<file path="src/rtl/router_pkg.sv">
// router_pkg: shared types and constants for the router controller; DROP_PKT exists only with ROUTER_CTRL_DROP_EN
package router_pkg;
  localparam int PORTS = 3;
  localparam int ADDR_W = 2;
  localparam int TIMEOUT_DEF = 30;
  typedef enum logic [3:0] {
    DECODE_ADDRESS,
    LOAD_FIRST_DATA,
    LOAD_DATA,
    WAIT_TILL_EMPTY,
    FIFO_FULL_STATE,
    LOAD_AFTER_FULL,
    LOAD_PARITY,
    CHECK_PARITY_ERROR
`ifdef ROUTER_CTRL_DROP_EN
    , DROP_PKT
`endif
  } state_t;
endpackage

</file>
<file path="src/rtl/router_ctrl_if.sv">
// router_ctrl_if: controller-side bus; master is the controller, slave is the surrounding datapath
interface router_ctrl_if;
  import router_pkg::*;
  logic pkt_valid;
  logic [ADDR_W-1:0] din_addr;
  logic [PORTS-1:0] fifo_full_vec, fifo_empty_vec, read_enb;
  logic parity_done, low_pkt_valid;
  logic detect_add, lfd_state, ld_state, laf_state, full_state, rst_int_reg;
  logic write_enb_reg, busy, fifo_full;
  logic [PORTS-1:0] write_enb, valid_out, soft_reset;
  modport master (
    input pkt_valid, din_addr, fifo_full_vec, fifo_empty_vec, read_enb, parity_done, low_pkt_valid,
    output detect_add, lfd_state, ld_state, laf_state, full_state, rst_int_reg,
    output write_enb_reg, busy, fifo_full, write_enb, valid_out, soft_reset
  );
  modport slave (
    output pkt_valid, din_addr, fifo_full_vec, fifo_empty_vec, read_enb, parity_done, low_pkt_valid,
    input detect_add, lfd_state, ld_state, laf_state, full_state, rst_int_reg,
    input write_enb_reg, busy, fifo_full, write_enb, valid_out, soft_reset
  );
endinterface

</file>
<file path="src/rtl/router_port_timer.sv">
// router_port_timer: counts unread cycles on one output port and emits a one-cycle soft_reset at TIMEOUT
module router_port_timer import router_pkg::*; #(
  parameter int TIMEOUT = TIMEOUT_DEF
) (
  input  logic clk,
  input  logic rst,
  input  logic valid,
  input  logic read,
  output logic soft_reset
);
  logic [4:0] cnt;
  logic inc, hit;
  assign inc = valid && !read;
  assign hit = inc && cnt == 5'(TIMEOUT - 1);
  always_ff @(posedge clk)
    if (!rst) begin
      cnt <= '0;
      soft_reset <= 1'b0;
    end else begin
      cnt <= inc && !hit ? cnt + 5'd1 : '0;
      soft_reset <= hit;
    end
endmodule

</file>
<file path="src/rtl/router_ctrl.sv">
// router_ctrl: packet router FSM with per-port read timeouts; ROUTER_CTRL_DROP_EN adds DROP_PKT for address-3 packets
module router_ctrl import router_pkg::*; #(
  parameter int TIMEOUT = TIMEOUT_DEF
) (
  input logic clk,
  input logic rst,
  router_ctrl_if.master bus
);
  state_t st, nxt;
  logic [ADDR_W-1:0] addr;
  logic [3:0] full4, empty4, sr4;
  logic [PORTS-1:0] sr;
  // address 3 indexes the padding bit so it reads as not-full / not-empty / no soft reset
  assign full4 = {1'b0, bus.fifo_full_vec};
  assign empty4 = {1'b0, bus.fifo_empty_vec};
  assign sr4 = {1'b0, sr};
  always_ff @(posedge clk)
    if (!rst) begin
      st <= DECODE_ADDRESS;
      addr <= '0;
    end else begin
      st <= nxt;
      if (st == DECODE_ADDRESS && bus.pkt_valid) addr <= bus.din_addr;
    end
  always_comb begin
    nxt = st;
    case (st)
      DECODE_ADDRESS: begin
        if (bus.pkt_valid && bus.din_addr != 2'd3)
          nxt = empty4[bus.din_addr] ? LOAD_FIRST_DATA : WAIT_TILL_EMPTY;
`ifdef ROUTER_CTRL_DROP_EN
        else if (bus.pkt_valid) nxt = DROP_PKT;
`endif
      end
      LOAD_FIRST_DATA:    nxt = LOAD_DATA;
      LOAD_DATA:          nxt = bus.fifo_full ? FIFO_FULL_STATE : !bus.pkt_valid ? LOAD_PARITY : LOAD_DATA;
      FIFO_FULL_STATE:    nxt = bus.fifo_full ? FIFO_FULL_STATE : LOAD_AFTER_FULL;
      LOAD_AFTER_FULL:    nxt = bus.parity_done ? DECODE_ADDRESS : bus.low_pkt_valid ? LOAD_PARITY : LOAD_DATA;
      LOAD_PARITY:        nxt = CHECK_PARITY_ERROR;
      CHECK_PARITY_ERROR: nxt = bus.fifo_full ? FIFO_FULL_STATE : DECODE_ADDRESS;
      WAIT_TILL_EMPTY:    nxt = empty4[addr] ? LOAD_FIRST_DATA : WAIT_TILL_EMPTY;
`ifdef ROUTER_CTRL_DROP_EN
      DROP_PKT:           nxt = bus.pkt_valid ? DROP_PKT : DECODE_ADDRESS;
`endif
      default:            nxt = DECODE_ADDRESS;
    endcase
    if (st != DECODE_ADDRESS && sr4[addr]) nxt = DECODE_ADDRESS;
  end
  assign bus.detect_add = st == DECODE_ADDRESS;
  assign bus.lfd_state = st == LOAD_FIRST_DATA;
  assign bus.ld_state = st == LOAD_DATA;
  assign bus.laf_state = st == LOAD_AFTER_FULL;
  assign bus.full_state = st == FIFO_FULL_STATE;
  assign bus.rst_int_reg = st == CHECK_PARITY_ERROR;
  assign bus.write_enb_reg = st inside {LOAD_DATA, LOAD_PARITY, LOAD_AFTER_FULL};
`ifdef ROUTER_CTRL_DROP_EN
  assign bus.busy = !(st inside {DECODE_ADDRESS, LOAD_DATA, DROP_PKT});
`else
  assign bus.busy = !(st inside {DECODE_ADDRESS, LOAD_DATA});
`endif
  assign bus.write_enb = bus.write_enb_reg ? 3'b001 << addr : 3'b000;
  assign bus.fifo_full = full4[addr];
  assign bus.valid_out = ~bus.fifo_empty_vec;
  assign bus.soft_reset = sr;
  for (genvar k = 0; k < PORTS; k++) begin : g_timer
    router_port_timer #(.TIMEOUT(TIMEOUT)) u_timer (
      .clk(clk),
      .rst(rst),
      .valid(bus.valid_out[k]),
      .read(bus.read_enb[k]),
      .soft_reset(sr[k])
    );
  end
endmodule

</file>
<file path="src/flat_wrapper.sv">
// flat-port wrapper written by rule: the top's interface ports become plain ports
module router_ctrl_flat import router_pkg::*;
#(
  parameter int TIMEOUT = TIMEOUT_DEF
)
  (clk, rst, bus_pkt_valid, bus_din_addr, bus_fifo_full_vec, bus_fifo_empty_vec, bus_read_enb, bus_parity_done, bus_low_pkt_valid, bus_detect_add, bus_lfd_state, bus_ld_state, bus_laf_state, bus_full_state, bus_rst_int_reg, bus_write_enb_reg, bus_busy, bus_fifo_full, bus_write_enb, bus_valid_out, bus_soft_reset);
  router_ctrl_if bus_i ();
  input logic clk;
  input logic rst;
  input wire logic [$bits(bus_i.pkt_valid)-1:0] bus_pkt_valid;
  input wire logic [$bits(bus_i.din_addr)-1:0] bus_din_addr;
  input wire logic [$bits(bus_i.fifo_full_vec)-1:0] bus_fifo_full_vec;
  input wire logic [$bits(bus_i.fifo_empty_vec)-1:0] bus_fifo_empty_vec;
  input wire logic [$bits(bus_i.read_enb)-1:0] bus_read_enb;
  input wire logic [$bits(bus_i.parity_done)-1:0] bus_parity_done;
  input wire logic [$bits(bus_i.low_pkt_valid)-1:0] bus_low_pkt_valid;
  output wire logic [$bits(bus_i.detect_add)-1:0] bus_detect_add;
  output wire logic [$bits(bus_i.lfd_state)-1:0] bus_lfd_state;
  output wire logic [$bits(bus_i.ld_state)-1:0] bus_ld_state;
  output wire logic [$bits(bus_i.laf_state)-1:0] bus_laf_state;
  output wire logic [$bits(bus_i.full_state)-1:0] bus_full_state;
  output wire logic [$bits(bus_i.rst_int_reg)-1:0] bus_rst_int_reg;
  output wire logic [$bits(bus_i.write_enb_reg)-1:0] bus_write_enb_reg;
  output wire logic [$bits(bus_i.busy)-1:0] bus_busy;
  output wire logic [$bits(bus_i.fifo_full)-1:0] bus_fifo_full;
  output wire logic [$bits(bus_i.write_enb)-1:0] bus_write_enb;
  output wire logic [$bits(bus_i.valid_out)-1:0] bus_valid_out;
  output wire logic [$bits(bus_i.soft_reset)-1:0] bus_soft_reset;
  assign bus_i.pkt_valid = bus_pkt_valid;
  assign bus_i.din_addr = bus_din_addr;
  assign bus_i.fifo_full_vec = bus_fifo_full_vec;
  assign bus_i.fifo_empty_vec = bus_fifo_empty_vec;
  assign bus_i.read_enb = bus_read_enb;
  assign bus_i.parity_done = bus_parity_done;
  assign bus_i.low_pkt_valid = bus_low_pkt_valid;
  assign bus_detect_add = bus_i.detect_add;
  assign bus_lfd_state = bus_i.lfd_state;
  assign bus_ld_state = bus_i.ld_state;
  assign bus_laf_state = bus_i.laf_state;
  assign bus_full_state = bus_i.full_state;
  assign bus_rst_int_reg = bus_i.rst_int_reg;
  assign bus_write_enb_reg = bus_i.write_enb_reg;
  assign bus_busy = bus_i.busy;
  assign bus_fifo_full = bus_i.fifo_full;
  assign bus_write_enb = bus_i.write_enb;
  assign bus_valid_out = bus_i.valid_out;
  assign bus_soft_reset = bus_i.soft_reset;
  router_ctrl #(.TIMEOUT(TIMEOUT)) u_core (.clk(clk), .rst(rst), .bus(bus_i));
endmodule
</file>
<file path="config.mk">
export PLATFORM = sky130hd
export DESIGN_NAME = router_ctrl_flat
export DESIGN_NICKNAME = d
export VERILOG_FILES = /design/src/rtl/router_pkg.sv /design/src/rtl/router_ctrl_if.sv /design/src/rtl/router_port_timer.sv /design/src/rtl/router_ctrl.sv /design/src/flat_wrapper.sv
export SDC_FILE = /design/constraint.sdc
export NUM_CORES = 1
export LEC_CHECK = 0
export ABC_AREA = 1
export BUFFER_PORTS_ARGS = -buffer_cell sky130_fd_sc_hd__buf_2
export CORE_ASPECT_RATIO = 1.4
export CORE_MARGIN = 1
export CORE_UTILIZATION = 55
export DETAILED_ROUTE_END_ITERATION = 12
export MAX_ROUTING_LAYER = met4
export PLACE_DENSITY = 0.83
export SYNTH_ARGS = -nofsm -noshare
export SYNTH_HDL_FRONTEND = slang
export SYNTH_SLANG_ARGS = --single-unit
</file>
<file path="constraint.sdc">
create_clock -name clk -period 2.4 [get_ports clk]
set_clock_uncertainty 0.15 [all_clocks]
set_input_delay 0.24 -clock clk [delete_from_list [all_inputs] [get_ports clk]]
set_output_delay 0.24 -clock clk [all_outputs]
set_load 0.005 [all_outputs]
</file>
# After elaboration in Yosys (flattened, before gate mapping)
# Cells that the tools add are included.
op_classes:
  addsub: 3
  reduce_logical: 27
  n_eq_ne: 12
  magnitude_cmp: 2
  n_shift: 1
  mux: 19
  bitwise: 2
ops:
  columns: ["op", "count"]
  rows:
  - ["$pmux W4 S8", 1]
  - ["$eq A4 B3 Y1 const B", 4]
  - ["$add A5 B1 Y5 const B", 3]
  - ["$eq A5 B5 Y1 const B", 3]
  - ["$logic_and A1 B1 Y1", 12]
  - ["$mux W3", 4]
  - ["$mux W4", 3]
  - ["$bmux W1 S2", 4]
  - ["$eq A4 B2 Y1 const B", 2]
  - ["$logic_not A1 Y1", 7]
  - ["$lt A2 B3 Y1 const B", 2]
  - ["$reduce_and A2 Y1", 3]
  - ["$mux W1", 5]
  - ["$eq A4 B1 Y1 const B", 1]
  - ["$logic_not A4 Y1", 1]
  - ["$mux W2", 2]
  - ["$reduce_bool A4 Y1", 1]
  - ["$not A3 Y3", 1]
  - ["$reduce_bool A3 Y1", 1]
  - ["$shl A1 B2 Y3 const A", 1]
  - ["$ne A2 B1 Y1 const B", 1]
  - ["$ne A2 B2 Y1 const B", 1]
  - ["$reduce_bool A2 Y1", 1]
  - ["$reduce_or A2 Y1", 1]
  - ["$not A1 Y1", 1]
totals:
  in_bits: 16
  regBits: 24
  word_cells: 74

# Depth between registers and ports, before layout
logic_depth:
  depth_word: 6
  ltp_mapped: 8

# Cells and area by module
# Synthesis repeated with hierarchy kept, for this count alone.
hier_totals:
  hier_cells: 196
  area_unflattened_um2: 1305.0
by_module_without_submodules:
  columns: ["mod", "area_per_inst_um2", "seq_area_each_um2", "cells_each", "n_inst"]
  rows:
  - ["router_port_timer", 274.0, 120.1, 36, 3]
  - ["router_ctrl", 483.0, 100.1, 88, 1]

# Worst setup path after synthesis
# No wires, ideal clock.
synth_path:
  kind: "reg-to-output"
  start: "register u_core.st[2]"
  end: "output port bus_write_enb[0]"
  path_slack_ns: 1.153
  arrival_ns: 0.857
  t_required_ns: 2.010
  stages_incl_launch_ff: 6
  path_buffers: 1
  cell_sequence: "dfxtp_1 > buf_6 > nand3_1 > nand2_1 > inv_1 > nor3_1"
synth_via:
  elab_chain_len: 3
  elab_cells_between_ends: 5
  classes_between: "3 x eq/ne; 1 x mux; 1 x reduce/logical"
synth_lines:
  columns: ["item", "line", "text"]
  rows:
  - ["from (decl)", "router_ctrl.sv:9", "state_t st, nxt;"]
  - ["from (signal assigned)", "router_ctrl.sv:22", "st <= nxt;"]
  - ["$eq A4 B2 Y1 or $eq A4 B3 Y1 (tied branches)", "router_ctrl.sv:55", "assign bus.write_enb_reg = st inside {LOAD_DATA, LOAD_PARITY, LOAD_AFTER_FULL};"]
  - ["$reduce_bool A3 Y1 (*)", "router_ctrl.sv:55", null]
  - ["net bus_write_enb_reg", "flat_wrapper.sv:23", "output wire logic [$bits(bus_i.write_enb_reg)-1:0] bus_write_enb_reg;"]
  - ["$mux W3 (*)", "router_ctrl.sv:61", "assign bus.write_enb = bus.write_enb_reg ? 3'b001 << addr : 3'b000;"]
  - ["to (decl)", "flat_wrapper.sv:26", "output wire logic [$bits(bus_i.write_enb)-1:0] bus_write_enb;"]
# The timed path passes the listed nets; every way through them passes the cells marked *.

# Worst setup path after layout
layout_path:
  start: "register u_core.st[2]"
  end: "output port bus_write_enb[2]"
layout_via:
  elab_chain_len: 3
  elab_cells_between_ends: 5
  classes_between: "3 x eq/ne; 1 x mux; 1 x reduce/logical"
layout_lines:
  columns: ["item", "line"]
  rows:
  - ["$eq A4 B2 Y1 or $eq A4 B3 Y1 (tied branches)", "router_ctrl.sv:55"]
  - ["$reduce_bool A3 Y1 (*)", "router_ctrl.sv:55"]
  - ["$mux W3 (*)", "router_ctrl.sv:61"]
# Every way passes the cells marked *; elsewhere a longest branch is shown, timed or not.

==> impl_results.md <==
- Status: finished clean
- Vias: 1190
- Max Cap Viol: 0
- Routed wire length: 2550 µm
- Nature of the critical path endpoint: output port
- # nets final: 232
- Crit path buf inv count: 2
- Yosys reg bits: 23
- DRC: 0
- Most used DFF post-synth: dfxtp_1
- Worst vdd ir: 0.000445 V
- Delay of the slowest critical-path stage: 490 ps
- # H-tree levels: 1
- Cell count after synthesis: 176
- Hpwl dp: 2110 µm
- First-iteration detailed-routing DRC count: 25
- RSZ-0062 raised after global routing: no
- Final worst path period need: 1790 ps
- Seq/Total Area, Yosys: 36.5%
- RD Place Congestion: 0.885
- Leak Pwr: 0.000757 µW
- Starting Density: 57.9%
- Critical path type: reg -> out
- Post-Syn Area: 1260 µm²
- Vias in the first global route: 1155
- Distinct cell type count after synthesis: 26
- Post-CTS Resized: 0
- Post-route setup slack: 614 ps
- Die area: 2490 µm²
- Skew-Pair Late Insertion Delay: 300 ps
- Yosys top cell by area: dfxtp_1
- Clock root buffer: clkbuf_4
- Clock Tree Buf Depth: 2
- Worst path arrival time: 1400 ps
- Fmax: 560 MHz
- Power per cell area: 759 nW/µm²
- Fillers: 180
- Total congestion overflow: 0
- Largest family of logic cells by synthesized area: simple AND/OR/NAND/NOR gates
- Pin count of the biggest net entering global routing: 14
- Non-filler instance count after layout: 231
- Mux share of post-synthesis cell area: 0%
- Post-synthesis net count: 198
- Delay-heaviest family, CP: flip-flops
- Final hold vios: 0
- Port bufs: 33
- Slew margin rel.: 82.1%
- Period utilization: 74.4%
- Endpoints failing setup: 0
- Fin. max-slew vios: 0
- Hold Path Origin: bus_fifo_empty_vec[2]
- Clock slew at reported path FFs: 120 ps
- Pre-CTS WS: 980 ps
- Worst slew pin tran: 269 ps
- Async SR Flop Fraction: 0%
- Slowest cell on the critical path: dfxtp_1
- Crit path max fanout: 8
- Hold_ws: 18.6 ps
- First-pass GRT wire length: 4320 µm
- Synth Area in XOR/XNOR: 4.17%
- Core Rows: 20
- Type of origin of the critical path: flip-flop
- Area growth, synth to finish: 15.4%
- Drt first pass iters: 4
- Clock sink count: 23
- Synth area leaders: dfxtp_1 (37%), inv_1 (8.0%), nand2_1 (8.0%)
- Top Ports: 34
- CTS buffer count: 3
- Mapped Avg Cell Area: 7.17 µm²
- CTS tree: yes
- CP Data Required Time: 2010 ps
- Worst Setup SP: u_core.st[2]
- Ys Warns: 0
- Vias per cell: 5.15
- Antenna Nets Post-Route: 0
- Share of cells above drive strength 1: 24.4%
- Die span in y: 58.7 µm
- Post-synth EDFFs: 0
- Avg WL per Cell: 11.0 µm
- Cell breakdown of the critical path: nand3_1 -> nand2_1 -> inv_1 -> nor3_1 -> buf_2
- Adder and majority cell fraction of the synthesized area: 5.95%
- GRT Overall Usage: 22.9%
- Final Power: 1100 µW
- Placeable Area: 2180 µm²
- Final TNS setup: 0 ps
- Inst Count DP: 224
- Compound-gate portion of the synthesized area: 6.15%
- Post-synth top area share: 36.5%
- Synth Area in Simple Gates: 33.5%
- Diode count: 0
- Reg2reg start: u_core.g_timer[1].u_timer.cnt[0]
- Die X: 42.5 µm
- Initial antenna violation count: 0
- Synth cell count leaders: inv_1 (27), nand2_1 (27), nor2_1 (24), dfxtp_1 (23), nand3_1 (19)
- Hold Crit Class: in -> reg
[cell usage in the layout (no fill, tap or decap), drive strengths merged]
cell / n
buf: 33
inv: 30
nand2: 30
nor2: 25
dfxtp: 23
nand3: 22
a21oi: 7
o21ai: 7
ha: 6
nor3: 5
xnor2: 4
nand4: 3
clkbuf: 3
dlygate4sd3: 3
nor4: 2
xor2: 2
or2: 2
clkinv: 2
[worst paths after layout]
check                                                             to  slack [ps]  depth (start not counted)
worst max register to register  u_core.g_timer[1].u_timer.soft_reset         760                          4
worst min register to register      u_core.g_timer[0].u_timer.cnt[0]         330                          1
worst max-delay path                                bus_write_enb[2]         610                          5
worst min-delay path            u_core.g_timer[2].u_timer.soft_reset          20                          2
[sequential cells by signal, indices dropped and copies added, names as in the netlist]
| register | cells |
|---|---|
| u_core.g_timer.u_timer.cnt | 15 |
| u_core.st | 3 |
| u_core.g_timer.u_timer.soft_reset | 3 |
| u_core.addr | 2 |
[per-stage QoR]
| step | instance area [µm²] | utilization [%] |
|---|---|---|
| floorplan | 1260 | - |
| finish | 1460 | 66.8 |
| detailed placement | 1400 | 64.2 |
| CTS | 1460 | 66.8 |
| global route | 1460 | 66.8 |
| global placement | 1400 | 64.2 |
[routing by layer]
layer,GRT usage (%),vias up,wire [µm]
li1,-,617,-
met1,22.5,532,1050
met5,-,-,0
met2,43.7,37,1340
met4,12.1,0,44
met3,2.15,4,114
[repair_timing]
action / CTS / global route
buffers inserted: 0 / 0
hold buffers: 3 / 0
hold endpoints to repair: 2 / 0
[cell families (layout without fill, tap and decap cells)]
kind of cell	after synthesis	in the layout
simple gates	89	89
xor+xnor	6	6
buf+inv	38	71
compound gates	14	14
flops	23	23
fa+ha+maj	6	6
[layout make-up]
type | instances | area (µm²) | share of cell area, %
multi-input cells | 115 | 628 | 43.2
flip-flops and latches | 23 | 460 | 31.6
repair buffers | 36 | 195 | 13.4
inverters | 31 | 116 | 8.00
well taps | 22 | 27.5 | 1.89
clock buffers | 3 | 22.5 | 1.55
clock inverters | 1 | 5.00 | 0.344
[report_power, final]
group / switching [µW] / total (µW) / internal (µW) / leakage [µW]
combinational: 279 / 459 / 180 / 0.000553
sequential: 55.7 / 472 / 416 / 0.000187
clock: 111 / 173 / 62.1 / 0.0000177
total: 446 / 1100 / 658 / 0.000757
(Power assumes the default switching activity.)
